`src/rtl/calc_alu_if.sv`:
```
`default_nettype none
// ============================================================================
// Module      : calc_alu_if
// Description : Parser/formatter-facing bus of the calculator ALU.
//               master = parser side (drives request and operands),
//               slave  = calc_alu (drives status and result).
// Signals     : parser_done  start request level (master -> slave)
//               opcode[2:0]  operation select
//               src1, src2   unsigned operands, DATA_W bits
//               busy         op in flight (slave -> master)
//               calc_done    one-cycle completion pulse
//               calc_err     error flag of last completed op
//               calc_res     result, 2*DATA_W bits
// Revision    : 1.0 - initial release
// ============================================================================
interface calc_alu_if #(
  parameter int DATA_W = 16
);
  localparam int RES_W = 2 * DATA_W;

  logic              parser_done;
  logic [2:0]        opcode;
  logic [DATA_W-1:0] src1;
  logic [DATA_W-1:0] src2;
  logic              busy;
  logic              calc_done;
  logic              calc_err;
  logic [RES_W-1:0]  calc_res;

  modport master (
    output parser_done, opcode, src1, src2,
    input  busy, calc_done, calc_err, calc_res
  );

  modport slave (
    input  parser_done, opcode, src1, src2,
    output busy, calc_done, calc_err, calc_res
  );
endinterface
`default_nettype wire

```
`src/rtl/calc_alu.sv`:
```
`default_nettype none
// ============================================================================
// Module      : calc_alu
// Description : Multi-op arithmetic engine for the UART calculator. A rising
//               edge on parser_done captures opcode/src1/src2 and runs one op.
//               ADD/SUB/AND/OR/XOR/reserved finish in one EXEC cycle; MUL (and
//               DIV when enabled) iterate over DATA_W EXEC cycles.
// Ports       : clk          system clock, rising edge
//               rst          synchronous active-high reset
//               bus (slave)  parser_done/opcode/src1/src2 in,
//                            busy/calc_done/calc_err/calc_res out
// Config      : CALC_DIV_EN  defined -> opcode 6 is restoring DIV,
//                            undefined -> opcode 6 is reserved
// Revision    : 1.0 - initial release
// ============================================================================
module calc_alu #(
  parameter int DATA_W = 16
) (
  input  wire logic clk,
  input  wire logic rst,
  calc_alu_if.slave bus
);
  localparam int RES_W = 2 * DATA_W;
  localparam int CNT_W = $clog2(DATA_W);
  localparam logic [CNT_W-1:0] c_CNT_LAST = CNT_W'(DATA_W - 1);

  localparam logic [2:0] c_OP_ADD = 3'd0;
  localparam logic [2:0] c_OP_SUB = 3'd1;
  localparam logic [2:0] c_OP_MUL = 3'd2;
  localparam logic [2:0] c_OP_AND = 3'd3;
  localparam logic [2:0] c_OP_OR  = 3'd4;
  localparam logic [2:0] c_OP_XOR = 3'd5;
`ifdef CALC_DIV_EN
  localparam logic [2:0] c_OP_DIV = 3'd6;
`endif

  typedef enum logic [1:0] {
    S_IDLE = 2'd0,
    S_EXEC = 2'd1,
    S_DONE = 2'd2
  } state_t;

  state_t            r_state;
  logic              r_d1;
  logic              r_d2;
  logic [2:0]        r_op;
  logic [DATA_W-1:0] r_a;      // operand A; dividend/quotient shifter for DIV
  logic [DATA_W-1:0] r_b;      // operand B; multiplier shifter for MUL
  logic [RES_W-1:0]  r_mcand;  // multiplicand, shifted left each MUL step
  logic [RES_W-1:0]  r_acc;    // MUL partial product
  logic [CNT_W-1:0]  r_cnt;
  logic              r_busy;
  logic              r_done;
  logic              r_err;
  logic [RES_W-1:0]  r_res;

  logic              w_start;
  logic              w_last;
  logic              w_finish;
  logic              w_err;
  logic [RES_W-1:0]  w_a_ext;
  logic [RES_W-1:0]  w_b_ext;
  logic [RES_W-1:0]  w_mul_acc;
  logic [RES_W-1:0]  w_res;

  assign w_start   = r_d1 & ~r_d2;
  assign w_last    = (r_cnt == c_CNT_LAST);
  assign w_a_ext   = {{DATA_W{1'b0}}, r_a};
  assign w_b_ext   = {{DATA_W{1'b0}}, r_b};
  assign w_mul_acc = r_acc + (r_b[0] ? r_mcand : '0);

`ifdef CALC_DIV_EN
  logic [DATA_W-1:0] r_rem;
  logic [DATA_W:0]   w_div_shift;
  logic              w_div_ge;
  logic [DATA_W-1:0] w_rem_next;
  logic [DATA_W-1:0] w_quo_next;

  // Restoring step: bring the next dividend bit into the partial remainder
  // and subtract the divisor when it fits. The partial remainder is always
  // below the divisor, so the shifted value needs only one extra bit and the
  // difference fits back into DATA_W bits.
  assign w_div_shift = {r_rem, r_a[DATA_W-1]};
  assign w_div_ge    = (w_div_shift >= {1'b0, r_b});
  assign w_rem_next  = w_div_ge ? (w_div_shift[DATA_W-1:0] - r_b)
                                : w_div_shift[DATA_W-1:0];
  assign w_quo_next  = {r_a[DATA_W-2:0], w_div_ge};
`endif

  // Result and completion of the current EXEC cycle.
  always_comb begin
    w_finish = 1'b1;
    w_err    = 1'b0;
    w_res    = '0;
    case (r_op)
      c_OP_ADD: w_res = w_a_ext + w_b_ext;
      c_OP_SUB: w_res = w_a_ext - w_b_ext;
      c_OP_MUL: begin
        w_finish = w_last;
        w_res    = w_mul_acc;
      end
      c_OP_AND: w_res = w_a_ext & w_b_ext;
      c_OP_OR:  w_res = w_a_ext | w_b_ext;
      c_OP_XOR: w_res = w_a_ext ^ w_b_ext;
`ifdef CALC_DIV_EN
      c_OP_DIV: begin
        if (r_b == '0) begin
          // Divide by zero: finish at once, remainder = dividend.
          w_res = {r_a, {DATA_W{1'b1}}};
          w_err = 1'b1;
        end else begin
          w_finish = w_last;
          w_res    = {w_rem_next, w_quo_next};
        end
      end
`endif
      default: w_err = 1'b1;
    endcase
  end

  always_ff @(posedge clk) begin
    if (rst) begin
      r_state <= S_IDLE;
      r_d1    <= 1'b0;
      r_d2    <= 1'b0;
      r_op    <= '0;
      r_a     <= '0;
      r_b     <= '0;
      r_mcand <= '0;
      r_acc   <= '0;
      r_cnt   <= '0;
      r_busy  <= 1'b0;
      r_done  <= 1'b0;
      r_err   <= 1'b0;
      r_res   <= '0;
`ifdef CALC_DIV_EN
      r_rem   <= '0;
`endif
    end else begin
      r_d1   <= bus.parser_done;
      r_d2   <= r_d1;
      r_done <= 1'b0;
      case (r_state)
        S_IDLE: begin
          if (w_start) begin
            r_op    <= bus.opcode;
            r_a     <= bus.src1;
            r_b     <= bus.src2;
            r_mcand <= {{DATA_W{1'b0}}, bus.src1};
            r_acc   <= '0;
            r_cnt   <= '0;
            r_busy  <= 1'b1;
`ifdef CALC_DIV_EN
            r_rem   <= '0;
`endif
            r_state <= S_EXEC;
          end
        end
        // Starts seen in EXEC or DONE are dropped, not queued.
        S_EXEC: begin
          r_cnt <= r_cnt + CNT_W'(1);
          if (r_op == c_OP_MUL) begin
            r_acc   <= w_mul_acc;
            r_mcand <= r_mcand << 1;
            r_b     <= r_b >> 1;
          end
`ifdef CALC_DIV_EN
          if (r_op == c_OP_DIV) begin
            r_rem <= w_rem_next;
            r_a   <= w_quo_next;
          end
`endif
          if (w_finish) begin
            r_res   <= w_res;
            r_err   <= w_err;
            r_done  <= 1'b1;
            r_state <= S_DONE;
          end
        end
        S_DONE: begin
          r_busy  <= 1'b0;
          r_state <= S_IDLE;
        end
        default: r_state <= S_IDLE;
      endcase
    end
  end

  assign bus.busy      = r_busy;
  assign bus.calc_done = r_done;
  assign bus.calc_err  = r_err;
  assign bus.calc_res  = r_res;
endmodule
`default_nettype wire

```
`src/flat_wrapper.sv`:
```
// flat-port wrapper written by rule: the top's interface ports become plain ports
module calc_alu_flat 
#(
  parameter int DATA_W = 16
)
  (clk, rst, bus_parser_done, bus_opcode, bus_src1, bus_src2, bus_busy, bus_calc_done, bus_calc_err, bus_calc_res);
  calc_alu_if #(.DATA_W(DATA_W)) bus_i ();
  input  wire logic clk;
  input  wire logic rst;
  input wire logic [$bits(bus_i.parser_done)-1:0] bus_parser_done;
  input wire logic [$bits(bus_i.opcode)-1:0] bus_opcode;
  input wire logic [$bits(bus_i.src1)-1:0] bus_src1;
  input wire logic [$bits(bus_i.src2)-1:0] bus_src2;
  output wire logic [$bits(bus_i.busy)-1:0] bus_busy;
  output wire logic [$bits(bus_i.calc_done)-1:0] bus_calc_done;
  output wire logic [$bits(bus_i.calc_err)-1:0] bus_calc_err;
  output wire logic [$bits(bus_i.calc_res)-1:0] bus_calc_res;
  assign bus_i.parser_done = bus_parser_done;
  assign bus_i.opcode = bus_opcode;
  assign bus_i.src1 = bus_src1;
  assign bus_i.src2 = bus_src2;
  assign bus_busy = bus_i.busy;
  assign bus_calc_done = bus_i.calc_done;
  assign bus_calc_err = bus_i.calc_err;
  assign bus_calc_res = bus_i.calc_res;
  calc_alu #(.DATA_W(DATA_W)) u_core (.clk(clk), .rst(rst), .bus(bus_i));
endmodule
```
`config.mk`:
```
export PLATFORM = sky130hd
export DESIGN_NAME = calc_alu_flat
export DESIGN_NICKNAME = d
export VERILOG_FILES = /design/src/rtl/calc_alu_if.sv /design/src/rtl/calc_alu.sv /design/src/flat_wrapper.sv
export SDC_FILE = /design/constraint.sdc
export NUM_CORES = 1
export LEC_CHECK = 0
export ABC_AREA = 1
export CAP_MARGIN = 20
export CORE_ASPECT_RATIO = 1.4
export CORE_MARGIN = 4
export CORE_UTILIZATION = 61
export DETAILED_ROUTE_END_ITERATION = 6
export PLACE_DENSITY_LB_ADDON = 0.3
export SLEW_MARGIN = 20
export SYNTH_ARGS = -nofsm -noshare
export SYNTH_HDL_FRONTEND = slang
export SYNTH_SLANG_ARGS = --single-unit
```
`constraint.sdc`:
```
create_clock -name clk -period 2.9 [get_ports clk]
set_input_delay 0.87 -clock clk [delete_from_list [all_inputs] [get_ports clk]]
set_output_delay 0.87 -clock clk [all_outputs]
set_load 0.1 [all_outputs]
```
==> results of run 1 <==
-- flip-flops by register name (all words and copies together) (netlist names) --
register / count
u_core.r_b: 16
u_core.r_state: 2
u_core.bus.calc_err: 1
u_core.r_acc: 32
u_core.bus.calc_done: 1
u_core.bus.busy: 1
u_core.r_mcand: 32
u_core.r_op: 3
u_core.bus.calc_res: 32
u_core.r_cnt: 4
u_core.r_a: 16
u_core.r_d1: 1
u_core.r_d2: 1
-- synthesized netlist by cell type --
cell	instances
o21ai_2	1
dfxtp_1	142
nor2_1	85
o221ai_1	1
nand3b_1	10
nand2_2	1
xor2_1	9
o31ai_1	2
o21ai_1	10
clkinv_1	1
a221oi_1	8
nor3_4	1
buf_1	1
clkbuf_1	41
nor4_2	1
a31oi_1	31
nor3_1	7
a21oi_1	152
a21oi_2	2
buf_4	3
or2_2	6
nand4_1	17
a21o_1	1
o22ai_1	10
inv_2	5
o2111ai_1	2
inv_1	268
clkbuf_2	1
nand2_1	635
and2_1	1
xnor2_1	1
fa_1	3
nand3_1	137
nand3_2	1
buf_2	24
o211ai_1	1
o21ai_0	60
ha_1	80
o21bai_1	5
a2111oi_0	1
-- final timing paths --
check / start / end / slack [ns]
max: u_core.r_b[0] / u_core.bus.calc_res[17] / 0.07
min: u_core.r_d1 / u_core.r_d2 / 0.45
max reg2reg: u_core.r_b[0] / u_core.bus.calc_res[17] / 0.07
min reg2reg: u_core.r_d1 / u_core.r_d2 / 0.45
-- timing repair --
item | CTS | global route
gates resized for setup | 0 | 11
endpoints found under the hold margin | 0 | 0
endpoints found under the setup margin | 0 | 20
-- worst max-delay path, stage by stage (launching register included) --
cell      delay (ns)
dfxtp_2         0.35
buf_12          0.16
nand2_1         0.06
inv_1           0.04
ha_1            0.34
nand2_1         0.16
nor2_2          0.31
nand3_1         0.26
nand3_1         0.24
nand3_1         0.13
nand3b_1        0.13
nand3_1         0.22
nand2_1         0.13
nand2_1         0.07
a21oi_1         0.15
-- through the flow --
stage          std cells  TNS, ns  worst slack, ns  area, um^2  hold WS [ns]
2_1_floorplan       1768        0            0.317       10600         0.428
3_3_place_gp        2032        0           0.0986       11400         0.437
3_5_place_dp        2032        0           0.0733       11400         0.443
4_1_cts             2063        0           0.0359       12000         0.453
5_1_grt             2063  -0.0339          -0.0269       12100         0.476
6_report            2063        0           0.0742       12100         0.451
-- power by group --
group	switching, mW	internal [mW]
clock	1.02	1.30
combinational	0.796	0.354
sequential	0.0716	2.02
total	1.88	3.67
-- cell type report --
class                           count  share of cell area
Clock inverter                     14              0.0144
Sequential cell                   142               0.235
Inverter                          274              0.0851
Tap cell                          232              0.0240
Multi-Input combinational cell   1282               0.534
Clock buffer                       17              0.0352
Timing Repair Buffer              102              0.0716
-- kinds of logic (layout without fill, tap and decap cells) --
kind of cell | after synthesis | after routing
adder cells (fa/ha/maj) | 83 | 83
AO/OA/AOI/OAI | 287 | 287
buffers and inverters | 344 | 407
AND/OR/NAND/NOR | 902 | 902
XOR/XNOR | 10 | 10
flip-flops | 142 | 142
-- layer usage --
metal  up-vias  share of wire
li1       5734              -
met1      5403           0.33
met2       565           0.47
met3       222          0.068
met4         0           0.12
met5         -              0
==> impl_metrics.ini, run 1 <==
[cells_and_area]
fin_util = 0.716
drive_gt1_frac = 0.0683
seqCellArea_um2 = 2840
nets = 1940
fillCellCount = 1498
antenna_cells = 0
multi_input_area_um2 = 6460
syn_to_final_growth_pct = 14.2
layout_commonest_cell = nand2_1
final_cell_mix = nand2_1 (635), inv_1 (267), a21oi_1 (151), dfxtp_1 (141), nand3_1 (132)

[clock_tree]
ctsHtreeMaxLevel = 4
clock-sinks = 142
cts_made_buffers = 17
cts_setup_buffers = 0
ctsRootBufferMaster = clkbuf_16
clk_pin_slew_ns = 0.07
clkLatencyLatePin_ns = 0.45
clock_path_buffers = 2
cts_tree = done
ctsHoldBuffers = 0

[floorplan]
die_height_um = 164
fp.dieW_um = 119
io_pins = 73
core-area_um2 = 16900
start_util = 0.627
die_area_um2 = 19600
num_rows = 56

[worst_hold_path]
whs_path_depth = 2
hold_path.class = flop to flop

[timing]
slew_headroom = 0.304
fin_skew_ns = 0.0121
tightestPinTransition_ns = 1.04
setup_violations = 0
fin_crit_sh = 0.974
slew_violations = 0
rsz0062_at_grt = yes
fin_crit_ns = 2.83
hold_viol = 0
max_clock_freq_ghz = 0.354

[critical_path]
crit_fanout = 20
crit_required_ns = 3.27
cp-start-kind = flop
ff2ff_path_depth = 14
arrival_ns = 3.20
end_kind = flop
crit_type = flop to flop

[grt]
first_global_vias = 11500
grt_first_pass_wirelength_um = 58600
met2_usage = 0.661
grt_max_degree = 92
use_met1 = 0.376
busiest_layer = met2
gr-usage-met3 = 0.0651
track_usage = 0.387
antenna_found_initial = 0
grt-ovfl-total = 0

[route]
drt_wl_total_um = 38400
drc = 2
drtIter0Drc = 1036
ant_nets = 0
routedWlPerCell_um = 18.6
viasPerCell = 5.78
route.vias.total = 11900
drtPass1Iterations = 7

[power]
power_mw = 5.55
p_per_area_nw_per_um2 = 459
p_leak_nw = 6.14
peakVddDrop_mv = 0.406

[yosys]
synthesis.area_um2 = 10600
syn_nets = 1889
yosysTopAreaCell = dfxtp_1
synthMuxAreaShare = 0
syn_area_per_cell_um2 = 5.99
synth_simple_gate_area_share = 0.349
ys_seq_area_frac = 0.269
synth_cells = 1768
synth-xor-area-share = 0.00827
synth_cell_types = 40
synth_area_leaders = dfxtp_1 (27%), nand2_1 (23%), inv_1 (9.5%), ha_1 (9.5%), a21oi_1 (7.2%)
synth_top_family_by_area = simple AND/OR/NAND/NOR gates
ys.warnings.count = 0
yosysTopAreaCellShare = 0.269
yosys.area_share.adder = 0.100
ys_ff_latch = 142
synth-compound-area-share = 0.148

[run_status]
violations = design-rule violations
status = finished, violations left

[place]
place.gp.congestion = 1.05
dp_hpwl_um = 28600
port_buffers = 72

[job]
maxCapViolations = 0
(Power assumes the default switching activity.)
==> inputs of run 2 (changes only) <==
--- a/config.mk
+++ b/config.mk
@@ -9,8 +9,9 @@
 export CAP_MARGIN = 20
 export CORE_ASPECT_RATIO = 1.4
 export CORE_MARGIN = 4
-export CORE_UTILIZATION = 61
+export CORE_UTILIZATION = 40
 export DETAILED_ROUTE_END_ITERATION = 6
+export DONT_BUFFER_PORTS = 1
 export PLACE_DENSITY_LB_ADDON = 0.3
 export SLEW_MARGIN = 20
 export SYNTH_ARGS = -nofsm -noshare
==> run 2 against run 1 <==
The run now ends clean. Cell area shrank 2.7%. Wire length shrank 2.9%. Worst hold slack lost 0.0045 ns. Clock-buffer cell count grew 1. Sequential power is essentially flat. Core utilization shrank 27 points. Largest power group unchanged. Register-to-register slack gained 0.08 ns. Cell count grew 2.6%. First-iteration DRC count shrank 29%.
==> impl_metrics.ini, run 2 (synthesis gave the netlist of run 1 again) <==
[run_status]
status = finished clean

[critical_path]
cpLargestDelayFamily = compound AO/OA/AOI/OAI gates
path_buf_inv = 4
end_kind = flop
crit_required_ns = 3.27
crit_fanout = 12
cpPeakStageDelay_ns = 0.42
arrival_ns = 3.12
cp_cell_sequence = buf_4, buf_4, nand2_1, inv_1, ha_1, nand2_1, inv_1, a21oi_1, o21bai_1, o21ai_0, nand3_1, nand2_1, nand2_1, a21oi_1
cp-start-kind = flop
crit_type = flop to flop
critPathSlowestCell = o21ai_0
crit_top_cell = nand2_1

[place]
port_buffers = 0
post-place-ws_ns = 0.182
postPlaceCellArea_um2 = 11200
dp_cells = 2085
dp_hpwl_um = 29200
place.gp.congestion = 0.988

[timing]
slew_headroom = 0.369
setup_violations = 0
rsz0062_at_grt = no
tns_ns = 0
finalWorstSetupSlack_ns = 0.153
tightestPinTransition_ns = 0.945
fin_crit_sh = 0.947
fin_crit_ns = 2.75
max_clock_freq_ghz = 0.364
fin_skew_ns = 0.0114
hold_viol = 0
slew_violations = 0
holdWs_ns = 0.447

[route]
drt_wl_total_um = 37300
drtPass1Iterations = 5
route.vias.total = 11200
drtIter0Drc = 738
ant_nets = 0
viasPerCell = 5.29
routedWlPerCell_um = 17.6
drc = 0

[clock_tree]
cts_setup_buffers = 0
clock_path_buffers = 2
ctsHtreeMaxLevel = 4
cts_tree = done
cts_resized = 0
clock-sinks = 142
cts_made_buffers = 17
ctsHoldBuffers = 0
ctsRootBufferMaster = clkbuf_16
clk_pin_slew_ns = 0.07
clkLatencyLatePin_ns = 0.44

[power]
switchingPower_mw = 1.79
intPower_mw = 3.54
swShare = 0.335
seqPwrFrac = 0.392
p_leak_nw = 5.97
peakVddDrop_mv = 0.362
p_clk_frac = 0.405
combPwrFrac = 0.203
p_per_area_nw_per_um2 = 453

[grt]
antenna_found_initial = 0
grt_first_pass_wirelength_um = 56500
grt-ovfl-total = 0
first_global_vias = 10500
track_usage = 0.247
grt_max_degree = 93

[cells_and_area]
antenna_cells = 0
drive_gt1_frac = 0.0647
syn_to_final_growth_pct = 11.1
final_cell_mix = nand2_1 (635), inv_1 (268), a21oi_1 (151), dfxtp_1 (142), nand3_1 (135)
layout_commonest_cell = nand2_1
fillCellCount = 2854
nets = 1901
layout.cells.non_filler = 2117
finalInstanceArea_um2 = 11800

[job]
maxCapViolations = 0

[floorplan]
start_util = 0.406
num_rows = 70
io_pins = 73
core-area_um2 = 26100
fp.dieW_um = 145
die_height_um = 200
die_area_um2 = 29200

[worst_hold_path]
hold_path.class = flop to flop
==> run 2: cell count changes in the layout (fill, tap and decap cells not counted), moves of 3 or more <==
cell / previous run / this run
clkdlybuf4s50_1: 36 / 0
inv_8: 3 / 0
nand3_2: 6 / 3
clkinv_4: 0 / 3
nand3_1: 132 / 135
==> run 2: power groups by stage <==
stage	combinational (mW)	clock, mW	sequential, mW
after CTS	1.07	2.18	2.09
after detailed placement	1.06	0	2.13
after global placement	1.06	0	2.13
after floorplan	0.691	0	2.19
after global routing	1.18	2.26	2.09
final	1.08	2.16	2.09
==> run 2: worst reg2reg max path, stage by stage, from the launching register on <==
cell	delay, ns
dfxtp_1	0.38
buf_4	0.21
buf_4	0.18
nand2_1	0.06
inv_1	0.05
ha_1	0.27
nand2_1	0.13
inv_1	0.06
a21oi_1	0.29
o21bai_1	0.15
o21ai_0	0.42
nand3_1	0.19
nand2_1	0.11
nand2_1	0.05
a21oi_1	0.14
==> run 2: final timing paths <==
path                                                 to  cells after the start           from  slack [ns]
worst min register to register              u_core.r_d2                      2    u_core.r_d1        0.45
worst max-delay path            u_core.bus.calc_res[16]                     14  u_core.r_b[0]        0.15
worst min-delay path                        u_core.r_d2                      2    u_core.r_d1        0.45
worst max register to register  u_core.bus.calc_res[16]                     14  u_core.r_b[0]        0.15
==> run 2: final cells by class <==
class	count	area [um^2]	area share
clock buffer	18	439	0.0373
clock inverter	14	130	0.0111
inverter	274	1030	0.0874
multi-input combinational	1282	6430	0.547
sequential	142	2840	0.242
tap	324	405	0.0345
timing repair buffer	63	485	0.0413
==> run 2: metal layers <==
layer | up-vias | global-route usage | wire length (um)
li1 | 5646 | - | -
met1 | 5096 | 0.261 | 13900
met2 | 355 | 0.459 | 19200
met3 | 109 | 0.0323 | 1680
met4 | 0 | 0.153 | 2530
met5 | - | 0 | 0
==> run 2: metrics by stage <==
stage	power (mW)	util
2_1_floorplan	2.88	-
3_3_place_gp	3.19	0.428
3_5_place_dp	3.19	0.428
4_1_cts	5.34	0.450
5_1_grt	5.54	0.451
6_report	5.33	0.451
==> inputs of run 3 (changes only) <==
--- a/config.mk
+++ b/config.mk
@@ -10,10 +10,13 @@
 export CORE_ASPECT_RATIO = 1.4
 export CORE_MARGIN = 4
 export CORE_UTILIZATION = 40
+export CTS_CLUSTER_DIAMETER = 200
 export DETAILED_ROUTE_END_ITERATION = 6
 export DONT_BUFFER_PORTS = 1
 export PLACE_DENSITY_LB_ADDON = 0.3
+export SKIP_CTS_REPAIR_TIMING = 1
 export SLEW_MARGIN = 20
 export SYNTH_ARGS = -nofsm -noshare
 export SYNTH_HDL_FRONTEND = slang
 export SYNTH_SLANG_ARGS = --single-unit
+export TNS_END_PERCENT = 1
==> results of run 3 <==
Final layout, timing and power as in run 2 (identical DEF).
